`src/rtl/audio_pkg.sv`:
```
// Shared types and default hold times for the game-to-audio request path.
// The tone generators import the same cycle-count constants.
package audio_pkg;

  typedef enum logic [1:0] {IDLE, JUMP, WIN, LOSE} state_t;
  typedef enum logic [1:0] {FWD, BWD, RGT, LFT} dir_t;

  localparam int JUMP_CYCLES_DEF = 4_800_000;
  localparam int WIN_CYCLES_DEF  = 48_000_000;
  localparam int LOSE_CYCLES_DEF = 48_000_000;
  localparam int CNT_W_DEF       = 26;

  typedef struct packed {
    logic busy;
    logic lose;
    logic win;
    logic jumpLeft;
    logic jumpRight;
    logic jumpBackward;
    logic jumpForward;
  } req_t;

  // One-hot request decode; busy follows any active request.
  function automatic req_t reqOf(input state_t st, input dir_t d);
    req_t r;
    r = '0;
    r.jumpForward  = (st == JUMP) && (d == FWD);
    r.jumpBackward = (st == JUMP) && (d == BWD);
    r.jumpRight    = (st == JUMP) && (d == RGT);
    r.jumpLeft     = (st == JUMP) && (d == LFT);
    r.win          = (st == WIN);
    r.lose         = (st == LOSE);
    r.busy         = (st != IDLE);
    return r;
  endfunction

endpackage

```
`src/rtl/duration_timer.sv`:
```
// Loadable down-counter that parks at zero; done flags the terminal count.
module duration_timer #(
  parameter int CNT_W = 26
) (
  input  logic             clk,
  input  logic             reset,
  input  logic             load,
  input  logic [CNT_W-1:0] load_val,
  output logic             done
);

  logic [CNT_W-1:0] count;

  always_ff @(posedge clk or posedge reset) begin
    if (reset)
      count <= '0;
    else if (load)
      count <= load_val;
    else if (count != '0)
      count <= count - 1'b1;
  end

  assign done = (count == '0);

endmodule

```
`src/rtl/audio_event_sequencer.sv`:
```
// Turns one-cycle game event pulses into held, mutually exclusive sound requests.
// state | meaning
// IDLE  | no request held
// JUMP  | jump sound held, direction in dir
// WIN   | win sound held, only lose preempts
// LOSE  | lose sound held, only lose restarts
module audio_event_sequencer
  import audio_pkg::*;
#(
  parameter int JUMP_CYCLES = JUMP_CYCLES_DEF,
  parameter int WIN_CYCLES  = WIN_CYCLES_DEF,
  parameter int LOSE_CYCLES = LOSE_CYCLES_DEF,
  parameter int CNT_W       = CNT_W_DEF
) (
  input  logic clk,
  input  logic reset,
  input  logic move_up_p,
  input  logic move_down_p,
  input  logic move_right_p,
  input  logic move_left_p,
  input  logic win_p,
  input  logic lose_p,
  output logic jumpForward,
  output logic jumpBackward,
  output logic jumpRight,
  output logic jumpLeft,
  output logic win,
  output logic lose,
  output logic busy
);

  localparam logic [CNT_W-1:0] JUMP_LOAD = CNT_W'(JUMP_CYCLES - 1);
  localparam logic [CNT_W-1:0] WIN_LOAD  = CNT_W'(WIN_CYCLES - 1);
  localparam logic [CNT_W-1:0] LOSE_LOAD = CNT_W'(LOSE_CYCLES - 1);

  state_t           state, nextState;
  dir_t             dir, nextDir, jumpDir;
  req_t             req, nextReq;
  logic             timerLoad, timerDone, jumpAny;
  logic [CNT_W-1:0] timerLoadVal;

  duration_timer #(.CNT_W(CNT_W)) uTimer (
    .clk      (clk),
    .reset    (reset),
    .load     (timerLoad),
    .load_val (timerLoadVal),
    .done     (timerDone)
  );

  assign jumpAny = move_up_p | move_down_p | move_right_p | move_left_p;

  always_comb begin
    jumpDir = LFT;
    if (move_up_p)         jumpDir = FWD;
    else if (move_down_p)  jumpDir = BWD;
    else if (move_right_p) jumpDir = RGT;
  end

  always_ff @(posedge clk or posedge reset) begin
    if (reset) begin
      state <= IDLE;
      dir   <= FWD;
      req   <= '0;
    end else begin
      state <= nextState;
      dir   <= nextDir;
      req   <= nextReq;
    end
  end

  // An event on the expiry cycle is judged against the still-active state.
  always_comb begin
    nextState    = state;
    nextDir      = dir;
    timerLoad    = 1'b0;
    timerLoadVal = '0;
    case (state)
      IDLE, JUMP: begin
        if (lose_p) begin
          nextState = LOSE;  timerLoad = 1'b1;  timerLoadVal = LOSE_LOAD;
        end else if (win_p) begin
          nextState = WIN;   timerLoad = 1'b1;  timerLoadVal = WIN_LOAD;
        end else if (jumpAny) begin
          nextState = JUMP;  nextDir = jumpDir;
          timerLoad = 1'b1;  timerLoadVal = JUMP_LOAD;
        end else if (state == JUMP && timerDone) begin
          nextState = IDLE;
        end
      end
      WIN: begin
        if (lose_p) begin
          nextState = LOSE;  timerLoad = 1'b1;  timerLoadVal = LOSE_LOAD;
        end else if (win_p) begin
          timerLoad = 1'b1;  timerLoadVal = WIN_LOAD;
        end else if (timerDone) begin
          nextState = IDLE;
        end
      end
      LOSE: begin
        if (lose_p) begin
          timerLoad = 1'b1;  timerLoadVal = LOSE_LOAD;
        end else if (timerDone) begin
          nextState = IDLE;
        end
      end
      default: nextState = IDLE;
    endcase
  end

  always_comb begin
    nextReq = reqOf(nextState, nextDir);
  end

  assign jumpForward  = req.jumpForward;
  assign jumpBackward = req.jumpBackward;
  assign jumpRight    = req.jumpRight;
  assign jumpLeft     = req.jumpLeft;
  assign win          = req.win;
  assign lose         = req.lose;
  assign busy         = req.busy;

endmodule

```
`config.mk`:
```
export PLATFORM = sky130hd
export DESIGN_NAME = audio_event_sequencer
export DESIGN_NICKNAME = d
export VERILOG_FILES = /design/src/rtl/audio_pkg.sv /design/src/rtl/duration_timer.sv /design/src/rtl/audio_event_sequencer.sv
export SDC_FILE = /design/constraint.sdc
export NUM_CORES = 1
export LEC_CHECK = 0
export ABC_CLOCK_PERIOD_IN_PS = 3400
export BUFFER_PORTS_ARGS = -buffer_cell sky130_fd_sc_hd__buf_2
export CAP_MARGIN = 40
export CORE_UTILIZATION = 63
export DETAILED_ROUTE_END_ITERATION = 6
export GPL_ROUTABILITY_DRIVEN = 1
export PLACE_DENSITY = 0.91
export SYNTH_ARGS = -nofsm -noshare
export SYNTH_HDL_FRONTEND = slang
export SYNTH_SLANG_ARGS = --single-unit
export TNS_END_PERCENT = 1
```
`constraint.sdc`:
```
create_clock -name clk -period 3.4 [get_ports clk]
set_input_delay 0.17 -clock clk [delete_from_list [all_inputs] [get_ports clk]]
set_output_delay 0.17 -clock clk [all_outputs]
set_load 0.02 [all_outputs]
```
==> results.cfg, run 1 <==
[outcome]
outcome = finished, final reports clean

[critical_path]
critPathLaunchType = register
end_kind = register
cp.arrival_ps = 2960
worstPathRequired_ps = 3650
path_max_fanout = 16
crit_start = uTimer.count[16]
crit_family = simple AND/OR/NAND/NOR gates
crit_buf_inv = 1
r2r_start = uTimer.count[16]
cpPeakStageDelay_ps = 580
crit_path_top_delay_cell = or4_4
crit_type = register to register
cp_cell_sequence = or4_4 -> or3_4 -> nor4_4 -> buf_4 -> nor3_1 -> a211o_1

[power]
power_density_mw_per_mm2 = 358.1
vdd_ir_drop_max_uv = 300.5
p_leak_nw = 0.8529
p_total_uw = 766.7

[detailed_routing]
drtIter0Drc = 114
dr.pass1.iters = 4
drt_wl_total_um = 4622
vias = 1701
antenna_left = 0
detail_route.vias_per_cell = 6.568
drc = 0
post_drt_wl_per_cell_um = 17.85

[grt]
track_usage = 0.3087
grt_pass1_wl_um = 7659
grt_pass1_vias = 1658
grt_max_degree = 38
antenna_found_initial = 0
grt_overflow_total = 0

[sta]
setup_viol = 0
tightest_slew_ps = 843.2
fmax_ghz = 0.3694
relSlewSlack = 0.4379
finalMaxSlewViolations = 0
finalCritPeriodShare = 0.7962
setup_ws_ps = 692.9
hold_viol = 0
rsz0062_at_grt = no
clock_skew_ps = 6.964
fin_crit_ps = 2707
setup_tns_ps = 0

[yosys]
synth_top_area_frac = 0.4722
netlist_instances = 209
netlist_top_cells_area = dfrtp_1 (47%), nor2_1 (4.6%), o21ai_0 (4.3%)
ys_types = 47
ys_warn_count = 0
yosys_register_bits = 37
synthesis.area_mm2 = 0.001961
async_reset_ff_frac = 1.000
ys.flop_type = dfrtp_1
syn_avg_cell_area_um2 = 9.381
synth_area_leader_cell = dfrtp_1
ys_seq_area_frac = 0.4722
synth_common_cells = dfrtp_1 (37), nor2_1 (24), o21ai_0 (17)
synth_most_common_cell = dfrtp_1
synth_edf_count = 0
synth.net_count = 219

[cts]
clk_pin_slew_worst_paths_ps = 110
cts_hold_buf = 1
cts_resized = 0
h-tree-depth = 2
clock_sinks = 37
clk_latency_ps = 360
cts-root-buf = clkbuf_4
cts_buffers = 5
cts_tree = built
post-cts-setup-buffers = 0
clockBufferDepth = 2

[min_path]
worstHoldPathType = primary input to register
min-delay-start = lose_p

[place]
post-place-ws_ps = 753.6
hpwlAfterDp_um = 3240
routabilityCongestion = 0.8631
numPlacedInstances = 250
portBuffers = 14

[floorplanning]
initial_core_util = 0.6873
top_level_ports = 15
core.rowCount = 19
dieHeight_um = 57.79
core_mm2 = 0.002853
die-area_mm2 = 0.003339
die_x_um = 57.79

[cells_and_area]
final_cells = 259
fillers = 217
drive_gt1_frac = 0.1491
syn_to_final_growth_pct = 9.189
nets = 237
fin_util = 0.7504
diodes = 0

[run]
cap_violations = 0
state kept, by name, indices dropped and copies added, names as in the netlist:
register and count:
busy 1, dir 2, jumpBackward 1, jumpForward 1, jumpLeft 1, jumpRight 1, lose 1, state 2
uTimer.count 26, win 1
cell type report:
class | count | area (µm²) | area share
inverters | 7 | 26.28 | 0.01227
flip-flops and latches | 37 | 925.9 | 0.4325
clock inverters | 1 | 5.005 | 0.002338
clock buffers | 7 | 65.06 | 0.03039
well taps | 31 | 38.79 | 0.01812
multi-input cells | 158 | 977.2 | 0.4565
repair buffers | 18 | 102.6 | 0.04793
cells by family after synthesis:
logic type | count (synthesis) | share of synthesized area
simple gates | 93 | 0.2642
compound gates | 48 | 0.1532
flops | 37 | 0.4722
buf+inv | 14 | 0.02936
xor+xnor | 13 | 0.05807
mux | 2 | 0.01021
fa+ha+maj | 2 | 0.01276
routing by layer:
metal	global-route usage	routed length (µm)	up-vias
met5	0	0	-
met4	0.1088	114	0
met1	0.4042	1911	819
li1	-	-	790
met2	0.4967	2236	80
met3	0.08705	358	12
metrics by stage:
| step | hold WS, ps | area (µm²) |
|---|---|---|
| 4_1_cts | 124.2 | 2141 |
| 6_report | 138.0 | 2141 |
| 2_1_floorplan | 349.7 | 1961 |
| 3_3_place_gp | 283.9 | 2061 |
| 3_5_place_dp | 296.2 | 2061 |
| 5_1_grt | 118.3 | 2141 |
report_power, final:
| part | internal [mW] | switching [mW] |
|---|---|---|
| Clock | 0.120 | 0.154 |
| Sequential | 0.443 | 0.00447 |
| Combinational | 0.0148 | 0.0307 |
layout by cell type (no fill, tap or decap), types with 4 or more instances in the layout:
master    Yosys  final
dfrtp_1      37     37
nor2_1       24     24
o21ai_0      17     17
nand2_1      14     14
buf_2         1     14
nor3_1       13     13
a21oi_1       9      9
xnor2_1       8      8
nor4_1        7      7
inv_1         7      7
or3_1         5      5
xor2_1        5      5
clkbuf_4      0      5
nand2b_1      4      4
nand3_1       4      4
final timing paths:
check / cells after the start / endpoint / slack, ps
hold / removal: 2 / win / 140
setup / recovery: 6 / uTimer.count[1] / 690
hold reg to reg: 2 / dir[1] / 570
min in group asynchronous: 4 / win / 460
setup reg to reg: 6 / uTimer.count[1] / 690
max in group asynchronous: 4 / uTimer.count[16] / 2610
No activity file was read; power rests on OpenSTA's default activity.
==> run 2: changes to the inputs <==
Settings changed: ABC_AREA set to 1, ABC_CLOCK_PERIOD_IN_PS 3400 to 2600, CORE_UTILIZATION 63 to 60, PLACE_DENSITY 0.91 to 0.87.
Clock period 3.4 ns to 2.6 ns, I/O delays scaled along.
==> run 2 against run 1 <==
Largest cell class unchanged. Utilization fell by 6.6 points. The run now ends with DRC left. Global-route usage is 3.4 points lower. Synthesized cell count increased by 37%.
==> results.cfg, run 2 <==
[cts]
cts_tree = built
clock_sinks = 37
clk_pin_slew_worst_paths_ps = 70
cts_resized = 0
cts-root-buf = clkbuf_8
clk_latency_ps = 290
cts_buffers = 5
h-tree-depth = 2
post-cts-setup-buffers = 0
clockBufferDepth = 2

[run]
cap_violations = 0

[outcome]
violations = DRC
outcome = finished with violations

[floorplanning]
top_level_ports = 15
core.rowCount = 22
die_x_um = 64.01
core_mm2 = 0.003661
die-area_mm2 = 0.004097
initial_core_util = 0.6302
dieHeight_um = 64.01

[sta]
finalMaxSlewViolations = 0
setup_tns_ps = 0
setup_viol = 0
fin_crit_ps = 1796
clock_skew_ps = 6.024
tightest_slew_ps = 477.2
fmax_ghz = 0.5567
finalCritPeriodShare = 0.6909
rsz0062_at_grt = no
relSlewSlack = 0.6819
hold_viol = 0

[critical_path]
path_max_fanout = 15
worstPathRequired_ps = 2760
critPathLaunchType = register
cp.arrival_ps = 1960
crit_type = register to register
end_kind = register
r2r_cells = 9

[cells_and_area]
largest_register = uTimer.count
syn_to_final_growth_pct = 8.677
final_area_mm2 = 0.002507
final_cell_mix = nand2_1 (53), inv_1 (40), dfrtp_1 (37)
nets = 317
mostFrequentLayoutCell = nand2_1
largest_register_ffs = 26
reg_top3 = uTimer.count x26, dir x2, state x2
final_cells = 355
diodes = 0
drive_gt1_frac = 0.2476
fin_util = 0.6849
fillers = 311

[grt]
grt_pass1_vias = 1906
grt_pass1_wl_um = 8397
track_usage = 0.2745
grt_overflow_total = 0
antenna_found_initial = 0
grt_max_degree = 38

[min_path]
worstHoldPathType = primary input to register
hold_path_depth = 3

[power]
switching_share = 0.2446
vdd_ir_drop_max_uv = 345.1
combinationalPowerShare = 0.080
internal_power_uw = 827.1
p_sw_uw = 267.8
power_density_mw_per_mm2 = 436.7
p_seq_frac = 0.548
clkPwrFrac = 0.373
p_total_mw = 1.095
p_leak_nw = 1.116

[place]
routabilityCongestion = 0.9055
numPlacedInstances = 347
hpwlAfterDp_um = 3552
portBuffers = 14
placed_area_mm2 = 0.002411

[yosys]
ys_seq_area_frac = 0.4013
synth_edf_count = 0
ys_warn_count = 0
synth.net_count = 297
synth_common_cells = nand2_1 (53), inv_1 (40), dfrtp_1 (37)
ys.flop_type = dfrtp_1
syn_avg_cell_area_um2 = 8.039
synth_top_area_frac = 0.4013
netlist_top_cells_area = dfrtp_1 (40%), nand2_1 (8.6%), inv_1 (6.5%)
async_reset_ff_frac = 1.000
synth_most_common_cell = nand2_1
ys_types = 32
yosys_register_bits = 37
synth_area_leader_cell = dfrtp_1
synthesis.area_mm2 = 0.002307
netlist_instances = 287

[detailed_routing]
drc = 1
dr.pass1.iters = 7
drt_wl_total_um = 4721
drtIter0Drc = 122
antenna_left = 0
vias = 1885
detail_route.vias_per_cell = 5.310
post_drt_wl_per_cell_um = 13.30
==> run 2: layout make-up <==
type	count	area, µm²	area share
multi-input cells	202	1176	0.4691
flip-flops and latches	37	925.9	0.3693
inverters	45	171.4	0.06836
repair buffers	16	87.58	0.03493
clock buffers	7	86.33	0.03443
well taps	48	60.06	0.02395
==> run 2: per-layer routing <==
metal  wire length [µm]  up-vias  share of wire  global-route usage
met4                131        0          0.028              0.1364
met3                193       12          0.041             0.06071
met5                  0        -              0                   0
met2               2421       47           0.51              0.4801
met1               1974      876           0.42              0.3136
li1                   -      950              -                   -
==> run 2: critical path, cell delays in order (launching register included) <==
cell and delay [ps]:
dfrtp_1 360, inv_1 130, ha_1 210, inv_1 50
nor2_1 100, nand3_1 100, nor2_2 160, nand3_4 110
nor2_4 350, a21oi_1 90
==> run 2: through the flow <==
stage / setup slack [ps] / hold WS [ps]
2_1_floorplan: 1061 / 223.7
3_3_place_gp: 967.1 / 260.1
3_5_place_dp: 830.9 / 262.8
4_1_cts: 825.2 / 90.49
5_1_grt: 667.3 / 103.3
6_report: 803.8 / 92.54
==> run 2: logic make-up (layout without fill, tap and decap cells) <==
logic type | Yosys count | in the layout | synth area share
adder cells (fa/ha/maj) | 2 | 2 | 0.01084
XOR/XNOR | 12 | 12 | 0.04556
buffers and inverters | 48 | 68 | 0.08893
AND/OR/NAND/NOR | 153 | 153 | 0.3563
AO/OA/AOI/OAI | 35 | 35 | 0.09707
flip-flops | 37 | 37 | 0.4013
==> run 2: worst paths after layout <==
path,from,end,slack (ps)
worst max-delay path,uTimer.count[0],uTimer.count[23],800
worst min-delay path,lose_p,lose,90
worst max register to register,uTimer.count[0],uTimer.count[23],800
worst min register to register,uTimer.count[24],uTimer.count[24],560
max in group asynchronous,reset,dir[1],1770
min in group asynchronous,reset,uTimer.count[13],490
==> run 2: repair_timing <==
item,CTS,global route
setup endpoints to repair,0,0
endpoints found under the hold margin,37,0
hold buffers,1,0
==> run 2: power by group through the flow <==
stage | sequential [mW] | clock, mW | combinational [mW]
2_1_floorplan | 0.608 | 0 | 0.0669
3_3_place_gp | 0.610 | 0 | 0.0834
3_5_place_dp | 0.611 | 0 | 0.0865
4_1_cts | 0.600 | 0.417 | 0.0882
5_1_grt | 0.601 | 0.436 | 0.101
6_report | 0.600 | 0.408 | 0.0873
